`src/rtl/sipo_pkg.sv`:
```
// Shared types and constants for the serial-in/parallel-out frame controller.
// Latency: n/a (declarations only).
// Backpressure: n/a.
package sipo_pkg;

  // Controller state: IDLE waits for frame_start, SHIFT collects a word.
  typedef enum logic {
    IDLE  = 1'b0,
    SHIFT = 1'b1
  } sipo_state_e;

  localparam int SIPO_DEFAULT_WIDTH = 4;

endpackage : sipo_pkg

```
`src/rtl/sipo_shreg.sv`:
```
// WIDTH-bit left-shifting register; the first bit shifted in ends up in the MSB.
// Latency: 1 cycle from en/din to q.
// Backpressure: none; holds its contents while en is low.
//
// Ports: clk, reset (sync, active-high), en (shift this cycle), din (serial bit),
//        q (register contents).
module sipo_shreg #(
  parameter int WIDTH = sipo_pkg::SIPO_DEFAULT_WIDTH
) (
  input  logic             clk,
  input  logic             reset,
  input  logic             en,
  input  logic             din,
  output logic [WIDTH-1:0] q
);

  always_ff @(posedge clk) begin
    if (reset) begin
      q <= '0;
    end else if (en) begin
      q <= {q[WIDTH-2:0], din};
    end
  end

endmodule : sipo_shreg

```
`src/rtl/sipo_frame_ctrl.sv`:
```
// Sequences a SIPO shift datapath: qualifies bits, counts them, and buffers each finished word.
// Latency: out_valid rises the cycle after the last bit of a word is accepted.
// Backpressure: one-entry buffer; a word completing while the buffer is full and unread is dropped (overrun).
//
// Ports: clk, reset (sync, active-high); ser_in/ser_valid/frame_start (serial input);
//        out_data/out_valid/out_ready (parallel output handshake); busy, bit_cnt (status);
//        overrun, frame_err (sticky error flags), clr_err (clears both flags).
module sipo_frame_ctrl
  import sipo_pkg::*;
#(
  parameter  int WIDTH      = SIPO_DEFAULT_WIDTH,
  parameter  int CONTINUOUS = 0,
  localparam int CNT_W      = $clog2(WIDTH + 1)
) (
  input  logic             clk,
  input  logic             reset,
  input  logic             ser_in,
  input  logic             ser_valid,
  input  logic             frame_start,
  output logic [WIDTH-1:0] out_data,
  output logic             out_valid,
  input  logic             out_ready,
  output logic             busy,
  output logic [CNT_W-1:0] bit_cnt,
  output logic             overrun,
  output logic             frame_err,
  input  logic             clr_err
);

  localparam logic [CNT_W-1:0] LAST_IDX = CNT_W'(WIDTH - 1);

  sipo_state_e      state_q, state_d;
  logic [CNT_W-1:0] cnt_q, cnt_d;
  logic [WIDTH-1:0] out_data_q, out_data_d;
  logic             out_valid_q, out_valid_d;
  logic             overrun_q, overrun_d;
  logic             frame_err_q, frame_err_d;

  logic             shift_en;
  logic             word_done;
  logic             ovr_evt;
  logic             ferr_evt;
  logic [WIDTH-1:0] shreg_q;
  logic [WIDTH-1:0] word;
  logic             unused_shreg_msb;

  sipo_shreg #(.WIDTH(WIDTH)) u_shreg (
    .clk   (clk),
    .reset (reset),
    .en    (shift_en),
    .din   (ser_in),
    .q     (shreg_q)
  );

  // The completing bit is still on ser_in, so the word is formed from the
  // lower bits of the register plus that bit; the old MSB falls off.
  assign word             = {shreg_q[WIDTH-2:0], ser_in};
  assign unused_shreg_msb = shreg_q[WIDTH-1];

  always_comb begin
    state_d     = state_q;
    cnt_d       = cnt_q;
    out_data_d  = out_data_q;
    out_valid_d = out_valid_q;
    shift_en    = 1'b0;
    word_done   = 1'b0;
    ovr_evt     = 1'b0;
    ferr_evt    = 1'b0;

    if (ser_valid) begin
      unique case (state_q)
        IDLE: begin
          if (frame_start) begin
            shift_en = 1'b1;
            cnt_d    = CNT_W'(1);
            state_d  = SHIFT;
          end
        end
        SHIFT: begin
          shift_en = 1'b1;
          if (frame_start) begin
            // Resync: drop the partial word, this bit becomes bit 0.
            // Takes priority over completion on the WIDTH-th bit.
            ferr_evt = 1'b1;
            cnt_d    = CNT_W'(1);
          end else if (cnt_q == LAST_IDX) begin
            word_done = 1'b1;
            cnt_d     = '0;
            state_d   = (CONTINUOUS != 0) ? SHIFT : IDLE;
          end else begin
            cnt_d = cnt_q + CNT_W'(1);
          end
        end
        default: state_d = IDLE;
      endcase
    end

    // One-entry buffer: a read and a new word on the same edge hand over
    // without a bubble; a full, unread buffer keeps its word.
    if (word_done) begin
      if (!out_valid_q || out_ready) begin
        out_data_d  = word;
        out_valid_d = 1'b1;
      end else begin
        ovr_evt = 1'b1;
      end
    end else if (out_valid_q && out_ready) begin
      out_valid_d = 1'b0;
    end

    // Sticky flags: a new event beats a simultaneous clear.
    overrun_d   = ovr_evt  | (overrun_q   & ~clr_err);
    frame_err_d = ferr_evt | (frame_err_q & ~clr_err);
  end

  always_ff @(posedge clk) begin
    if (reset) begin
      state_q     <= IDLE;
      cnt_q       <= '0;
      out_data_q  <= '0;
      out_valid_q <= 1'b0;
      overrun_q   <= 1'b0;
      frame_err_q <= 1'b0;
    end else begin
      state_q     <= state_d;
      cnt_q       <= cnt_d;
      out_data_q  <= out_data_d;
      out_valid_q <= out_valid_d;
      overrun_q   <= overrun_d;
      frame_err_q <= frame_err_d;
    end
  end

  assign out_data  = out_data_q;
  assign out_valid = out_valid_q;
  assign busy      = (state_q == SHIFT);
  assign bit_cnt   = cnt_q;
  assign overrun   = overrun_q;
  assign frame_err = frame_err_q;

endmodule : sipo_frame_ctrl

```
`config.mk`:
```
export PLATFORM = sky130hd
export DESIGN_NAME = sipo_frame_ctrl
export DESIGN_NICKNAME = d
export VERILOG_FILES = /design/src/rtl/sipo_pkg.sv /design/src/rtl/sipo_shreg.sv /design/src/rtl/sipo_frame_ctrl.sv
export SDC_FILE = /design/constraint.sdc
export NUM_CORES = 1
export LEC_CHECK = 0
export CAP_MARGIN = 20
export CORE_ASPECT_RATIO = 1.4
export CORE_UTILIZATION = 23
export CTS_CLUSTER_DIAMETER = 80
export CTS_CLUSTER_SIZE = 25
export DETAILED_ROUTE_END_ITERATION = 16
export DONT_BUFFER_PORTS = 1
export GPL_TIMING_DRIVEN = 1
export PLACE_DENSITY_LB_ADDON = 0.2
export SKIP_LAST_GASP = 1
export SYNTH_ARGS = -nofsm -noshare
export SYNTH_HDL_FRONTEND = slang
export SYNTH_HIERARCHICAL = 1
export SYNTH_SLANG_ARGS = --single-unit
```
`constraint.sdc`:
```
create_clock -name clk -period 1.3 [get_ports clk]
set_input_delay 0.195 -clock clk [delete_from_list [all_inputs] [get_ports clk]]
set_output_delay 0.195 -clock clk [all_outputs]
set_load 0.03 [all_outputs]
```
==> impl_metrics.env, run 1 <==
export IMPL_critPathLaunch="bit_cnt[1]"
export IMPL_layout_min_cycle_time_ps=1230
export IMPL_hold_violations=0
export IMPL_hp_class="primary input to flop"
export IMPL_yosys_warnings=6
export IMPL_gp_congestion=0.661
export IMPL_clk_latency_ps=270
export IMPL_finish_utilization=0.311
export IMPL_reg2reg_slack_ps=70
export IMPL_critPathArrivalTime_ps=1440
export IMPL_row_count=22
export IMPL_coreArea_um2=2670
export IMPL_max_cap_violations=0
export IMPL_ios=18
export IMPL_postSynthAreaPerCell_um2=10.6
export IMPL_syn_inst=62
export IMPL_leakage_nw=0.304
export IMPL_dr_pass1_iters=3
export IMPL_first_iter_violations=8
export IMPL_hold_start="reset"
export IMPL_wl_per_cell_um=12.0
export IMPL_cp_required_ps=1510
export IMPL_grt_overflow_total=0
export IMPL_maxSlewViolCount=0
export IMPL_n_fill_cell=292
export IMPL_start_kind="flop"
export IMPL_clockBufferDepth=2
export IMPL_fmax_mhz=810
export IMPL_die_y_um=65.1
export IMPL_antenna_found_initial=0
export IMPL_drc=0
export IMPL_worstHoldPathCells=1
export IMPL_vias_per_cell=4.24
export IMPL_initial_core_util=0.245
export IMPL_num_antenna_cells=0
export IMPL_r2r_end="out_data[0]"
export IMPL_slowest_delay_ps=360
export IMPL_crit_chain="ha_4 -> nand2b_4 -> nor4b_4 -> buf_4 -> mux2i_1"
export IMPL_power_density_nw_per_um2=991
export IMPL_synth_area_um2=654
export IMPL_cp_max_fo=4
export IMPL_postRouteAntennaNets=0
export IMPL_cts_tree="built"
export IMPL_dieArea_um2=3070
export IMPL_multi_input_area_um2=357
export IMPL_slew_headroom=0.763
export IMPL_crit_slowest_cell="dfxtp_4"
export IMPL_post_route_period_util=0.949
export IMPL_worst_slew_pin_slew_ps=354
export IMPL_fin_nets=84
export IMPL_dpl_cell_count=103
export IMPL_h_tree_depth=1
export IMPL_tns_ps=0
export IMPL_peakVddDrop_v=0.000377
export IMPL_grt_pass1_vias=528
export IMPL_grt_util_all_layers=0.106
export IMPL_synthesis_nets=70
export IMPL_hold_path_endpoint="bit_cnt[0]"
export IMPL_cts_buffers_inserted=3
export IMPL_status="finished clean"
export IMPL_r2r_start="bit_cnt[1]"
export IMPL_path_delay_family="flip-flops"
export IMPL_end_kind="flop"
export IMPL_crit_buf_inv=1
export IMPL_drive_gt1_frac=0.400
export IMPL_finalClockSkew_ps=1.77
export IMPL_postPlaceCellArea_um2=758
export IMPL_fin_area_um2=830
export IMPL_setup_viol=0
export IMPL_cts_sinks=14
export IMPL_grt_pass1_wl_mm=2.35
export IMPL_cts_root_buf="clkbuf_4"
export IMPL_instances_no_fill=111
export IMPL_clk_pin_slew_ps=90
export IMPL_grt_max_degree=14
export IMPL_rsz0062_at_grt="true"
export IMPL_routed_wl_mm=1.33
export IMPL_rr_worst_depth=5
export IMPL_io_buffers=0
export IMPL_die_w_um=47.1
export IMPL_path_class="flop to flop"
export IMPL_regArea_um2=289
export IMPL_area_growth_pct=26.8
export IMPL_vias=471
==> through the flow <==
step	setup slack, ps	total power, mW	hold slack, ps
after global placement	-6.73	0.516	260
final	66.1	0.822	13.2
after detailed placement	-21.1	0.515	260
after global routing	-39.2	0.869	14.6
after floorplan	3.12	0.513	267
after CTS	57.4	0.840	3.63
==> power breakdown <==
| part | internal [mW] | total (mW) | switching [mW] |
|---|---|---|---|
| Sequential | 0.436 | 0.446 | 0.0101 |
| Combinational | 0.0314 | 0.0671 | 0.0358 |
| Clock | 0.170 | 0.309 | 0.139 |
==> routing by layer <==
metal | up-vias | share of wire | wire (um) | global-route usage
met5 | - | 0 | 0 | 0
met4 | 0 | 0.012 | 16 | 0.0429
met3 | 2 | 0.035 | 46 | 0.0247
met2 | 8 | 0.54 | 715 | 0.182
met1 | 223 | 0.41 | 551 | 0.119
li1 | 238 | - | - | -
==> cell type report <==
| type | count | area share |
|---|---|---|
| clock buffers | 4 | 0.0437 |
| inverters | 2 | 0.00905 |
| flip-flops and latches | 14 | 0.348 |
| repair buffers | 12 | 0.115 |
| multi-input cells | 43 | 0.430 |
| well taps | 36 | 0.0543 |
==> cells in the final DEF (no fill, tap or decap), drive strengths merged, types with 2 or more instances in the layout <==
cell type / n
o31ai: 2
or2b: 6
dlygate4sd3: 2
a21oi: 5
nor2: 3
buf: 10
dfxtp: 14
mux2i: 7
inv: 2
nand2: 2
nand2b: 7
clkbuf: 4
==> worst max-delay path by stage <==
stage | endpoint | slack [ps] | cells after the start
final | out_data[0] | 70 | 5
after global routing | out_data[2] | -40 | 5
after floorplan | out_data[0] | 3 | 4
after detailed placement | out_data[0] | -20 | 4
after global placement | out_data[3] | -7 | 4
after CTS | out_data[2] | 60 | 5
==> registers in the layout (all words and copies together), names as in the netlist <==
name / cells
u_shreg/q: 3
busy: 1
bit_cnt: 3
overrun: 1
out_valid: 1
out_data: 4
frame_err: 1
==> what timing repair did <==
| item | in CTS | in global routing |
|---|---|---|
| gates resized for setup | 0 | 0 |
| gates cloned | 0 | 0 |
| endpoints found under the setup margin | 4 | 3 |
| pin swaps | 1 | 0 |
| hold buffers | 2 | 0 |
| setup buffers | 1 | 1 |
| endpoints found under the hold margin | 9 | 0 |
==> worst reg2reg max path, stage by stage (launching register included) <==
cell and delay (ps):
dfxtp_4 360, ha_4 140, nand2b_4 70, nor4b_4 240, buf_4 180, mux2i_1 180
No activity file was read; power rests on OpenSTA's default activity.
==> run 2: changes to the inputs <==
Settings changed: HOLD_SLACK_MARGIN from default to 0.02.
==> run 2 against run 1 <==
Net effect:
- critical path type unchanged
- clock skew about the same
- sequential power about the same
- sequential share of layout area unchanged
- flip-flop and latch count unchanged
- via count decreased by 0.64%
==> impl_metrics.env, run 2 (same netlist as run 1, synthesis figures left out) <==
export IMPL_antenna_found_initial=0
export IMPL_clk_latency_ps=270
export IMPL_n_fill_cell=292
export IMPL_layout_min_cycle_time_ps=1230
export IMPL_cts_sinks=14
export IMPL_num_antenna_cells=0
export IMPL_end_kind="flop"
export IMPL_hp_class="primary input to flop"
export IMPL_dr_pass1_iters=3
export IMPL_wl_met1_um=553
export IMPL_finalClockSkew_ps=1.69
export IMPL_vias_per_cell=4.22
export IMPL_rr_worst_depth=5
export IMPL_coreArea_um2=2670
export IMPL_initial_core_util=0.245
export IMPL_cp_required_ps=1510
export IMPL_regArea_um2=289
export IMPL_critPathArrivalTime_ps=1440
export IMPL_cts_tree="built"
export IMPL_io_buffers=0
export IMPL_r2r_start="bit_cnt[1]"
export IMPL_grt_pass1_wl_mm=2.36
export IMPL_largest_reg_flops=4
export IMPL_area_growth_pct=26.8
export IMPL_cts_root_buf="clkbuf_4"
export IMPL_critical_path_endpoint="out_data[0]"
export IMPL_reg2reg_slack_ps=70
export IMPL_post_route_period_util=0.950
export IMPL_power_density_nw_per_um2=991
export IMPL_routed_wl_mm=1.33
export IMPL_fmax_mhz=810
export IMPL_wl_per_cell_um=12.0
export IMPL_ios=18
export IMPL_leakage_nw=0.304
export IMPL_status="finished clean"
export IMPL_multi_input_area_um2=357
export IMPL_postRouteAntennaNets=0
export IMPL_final_common_cell="dfxtp_1"
export IMPL_gp_congestion=0.661
export IMPL_top_layer="met4"
export IMPL_cp_max_fo=4
export IMPL_maxSlewViolCount=0
export IMPL_critPathLaunch="bit_cnt[1]"
export IMPL_start_kind="flop"
export IMPL_peakVddDrop_v=0.000377
export IMPL_drc=0
export IMPL_tns_ps=0
export IMPL_clk_pin_slew_ps=90
export IMPL_row_count=22
export IMPL_drive_gt1_frac=0.400
export IMPL_grt_pass1_vias=528
export IMPL_vias=468
export IMPL_max_cap_violations=0
export IMPL_r2r_end="out_data[0]"
export IMPL_worst_slew_pin_slew_ps=392
export IMPL_grt_max_degree=13
export IMPL_die_y_um=65.1
export IMPL_holdWs_ps=50.4
export IMPL_final_cell_mix="dfxtp_1 (11), buf_4 (10), mux2i_1 (7)"
export IMPL_slew_headroom=0.738
export IMPL_path_class="flop to flop"
export IMPL_cts_buffers_inserted=3
export IMPL_fin_nets=84
export IMPL_setup_viol=0
export IMPL_dieArea_um2=3070
export IMPL_first_iter_violations=8
export IMPL_clockBufferDepth=2
export IMPL_rsz0062_at_grt="true"
export IMPL_met2WireLength_um=712
export IMPL_instances_no_fill=111
export IMPL_hold_violations=0
export IMPL_postPlaceCellArea_um2=758
export IMPL_die_w_um=47.1
export IMPL_fin_area_um2=830
export IMPL_grt_overflow_total=0
export IMPL_h_tree_depth=1
export IMPL_dpl_cell_count=103
export IMPL_grt_util_all_layers=0.106
export IMPL_wl_met3_um=46
export IMPL_finish_utilization=0.311
==> run 2: how the worst min path moves through the flow <==
stage,startpoint,end,slack (ps),cells past startpoint
4_1_cts,ser_valid,busy,40,2
6_report,ser_valid,busy,50,2
5_1_grt,ser_valid,busy,40,2
2_1_floorplan,reset,u_shreg/q[0],270,1
3_5_place_dp,reset,bit_cnt[1],260,1
3_3_place_gp,reset,bit_cnt[1],260,1
==> run 2: layout make-up <==
cell class              count  area share
clock buffers               4      0.0437
flip-flops and latches     14       0.348
well taps                  36      0.0543
repair buffers             12       0.115
inverters                   2     0.00905
multi-input cells          43       0.430
==> run 2: stage by stage <==
stage / worst slack, ps / power [mW]
floorplan: 3.12 / 0.513
global placement: -6.73 / 0.516
detailed placement: -21.1 / 0.515
CTS: 57.4 / 0.841
global route: -39.2 / 0.870
finish: 65.3 / 0.822
==> run 2: timing repair <==
item | in CTS | in global routing
gates cloned | 0 | 0
endpoints found under the setup margin | 4 | 3
setup buffers | 1 | 1
endpoints found under the hold margin | 10 | 0
gates resized for setup | 0 | 0
hold buffers | 2 | 0
pin swaps | 1 | 0
==> run 2: power breakdown <==
part	switching, mW	total, mW	internal (mW)	leakage [nW]
combinational	0.0361	0.0674	0.0313	0.168
sequential	0.0100	0.446	0.436	0.115
clock	0.139	0.309	0.170	0.0210
==> run 2: critical path, stage by stage (launching register included) <==
cell and delay, ps:
dfxtp_4 360, ha_4 140, nand2b_4 70, nor4b_4 240, buf_4 180, mux2i_1 180
==> run 2: metal layers <==
layer  track usage  vias to the layer above
met5             0                        -
met4        0.0429                        0
met3        0.0247                        2
met2         0.182                        8
met1         0.119                      220
li1              -                      238
==> run 3: changes to the inputs <==
Settings changed: CORE_ASPECT_RATIO 1.4 to default, CORE_UTILIZATION 23 to 52.
==> run 3 against run 2 <==
Net effect:
- power fell by 1.1%
- final cell count shrank 21%
- combinational power fell by 3.1%
- flip-flop and latch count is the same
- fmax down 2.5%
- clock power fell by 3%
- first-iteration DRC count unchanged
- largest cell class unchanged
==> impl_metrics.env, run 3 (same netlist as run 1, synthesis figures left out) <==
export IMPL_die_y_um=37.5
export IMPL_holdWs_ps=58.6
export IMPL_cts_resized=0
export IMPL_grt_util_all_layers=0.198
export IMPL_status="finished clean"
export IMPL_fin_nets=83
export IMPL_postRouteAntennaNets=0
export IMPL_grt_max_degree=13
export IMPL_postPlaceCellArea_um2=731
export IMPL_cp_required_ps=1500
export IMPL_maxSlewViolCount=0
export IMPL_cts_tree="built"
export IMPL_worst_slew_pin_slew_ps=356
export IMPL_num_antenna_cells=0
export IMPL_drc=0
export IMPL_final_common_cell="dfxtp_1"
export IMPL_row_count=12
export IMPL_place_ws_ps=-18.3
export IMPL_grt_pass1_wl_mm=1.94
export IMPL_instances_no_fill=88
export IMPL_finalClockSkew_ps=8.96
export IMPL_cts_sinks=14
export IMPL_vias_per_cell=5.19
export IMPL_gp_congestion=0.827
export IMPL_layout_min_cycle_time_ps=1270
export IMPL_grt_pass1_vias=440
export IMPL_area_growth_pct=21.4
export IMPL_cts_root_buf="clkbuf_4"
export IMPL_clk_latency_ps=280
export IMPL_fin_area_um2=795
export IMPL_post_route_period_util=0.974
export IMPL_reg2reg_slack_ps=30
export IMPL_first_iter_violations=8
export IMPL_initial_core_util=0.573
export IMPL_drive_gt1_frac=0.392
export IMPL_n_fill_cell=102
export IMPL_fmax_mhz=790
export IMPL_vias=457
export IMPL_rsz0062_at_grt="true"
export IMPL_dieArea_um2=1400
export IMPL_wl_per_cell_um=13.2
export IMPL_ios=18
export IMPL_cp_max_fo=4
export IMPL_die_w_um=37.5
export IMPL_antenna_found_initial=0
export IMPL_end_kind="flop"
export IMPL_dpl_hpwl_um=826
export IMPL_io_buffers=0
export IMPL_path_class="flop to flop"
export IMPL_hold_violations=0
export IMPL_setup_viol=0
export IMPL_start_kind="flop"
export IMPL_dr_pass1_iters=2
export IMPL_h_tree_depth=1
export IMPL_worst_slack_ps=34.2
export IMPL_power_density_nw_per_um2=1020
export IMPL_peakVddDrop_v=0.000619
export IMPL_final_cell_mix="dfxtp_1 (11), buf_4 (9), mux2i_1 (7)"
export IMPL_routed_wl_mm=1.16
export IMPL_slew_headroom=0.762
export IMPL_hp_class="primary input to flop"
export IMPL_cts_buffers_inserted=3
export IMPL_clockBufferDepth=2
export IMPL_leakage_nw=0.300
export IMPL_grt_overflow_total=0
export IMPL_critPathArrivalTime_ps=1460
export IMPL_coreArea_um2=1140
export IMPL_largest_reg_flops=4
export IMPL_clk_pin_slew_ps=70
export IMPL_max_cap_violations=0
export IMPL_dpl_cell_count=81
## run 3: changes by cell type in the layout (fill, tap and decap cells not counted), sizes merged
cell / previous run / this run
buf: 10 / 9
## run 3: routing by layer
layer  part of all wire  global-route usage
met5                  0                   0
met2               0.49               0.325
met3              0.049              0.0893
met1               0.46               0.256
met4                  0                   0
## run 3: worst paths after layout
kind | to | startpoint | depth (start not counted)
hold reg to reg | u_shreg/q[2] | u_shreg/q[2] | 2
setup reg to reg | out_data[1] | bit_cnt[1] | 5
setup / recovery | out_data[1] | bit_cnt[1] | 5
hold / removal | busy | ser_valid | 2
## run 3: per-stage QoR
stage | power, mW | util | setup TNS (ps)
6_report | 0.814 | 0.696 | 0
4_1_cts | 0.824 | 0.696 | 0
3_5_place_dp | 0.515 | 0.640 | -29.7
5_1_grt | 0.857 | 0.696 | -47.5
2_1_floorplan | 0.513 | - | 0
3_3_place_gp | 0.514 | 0.640 | -9.27
## run 3: power by group
part	internal (mW)	leakage (nW)	switching [mW]
sequential	0.436	0.115	0.0112
combinational	0.0310	0.164	0.0343
clock	0.170	0.0210	0.131
## run 3: layout make-up
| class | instances | area, um2 | share of cell area |
|---|---|---|---|
| Tap cell | 14 | 17.5 | 0.0220 |
| Multi-Input combinational cell | 43 | 357 | 0.449 |
| Timing Repair Buffer | 11 | 87.6 | 0.110 |
| Inverter | 2 | 7.51 | 0.00945 |
| Clock buffer | 4 | 36.3 | 0.0457 |
| Sequential cell | 14 | 289 | 0.364 |
## run 3: what timing repair did
item,in CTS,in global routing
hold buffers,2,0
setup buffers,1,0
endpoints found under the hold margin,10,0
pin swaps,1,0
endpoints found under the setup margin,4,1
## run 3: critical path, stage by stage, from the launching register on
cell and delay (ps):
dfxtp_4 360, ha_4 150, nand2b_4 70, nor4b_4 240, buf_4 180, mux2i_1 190
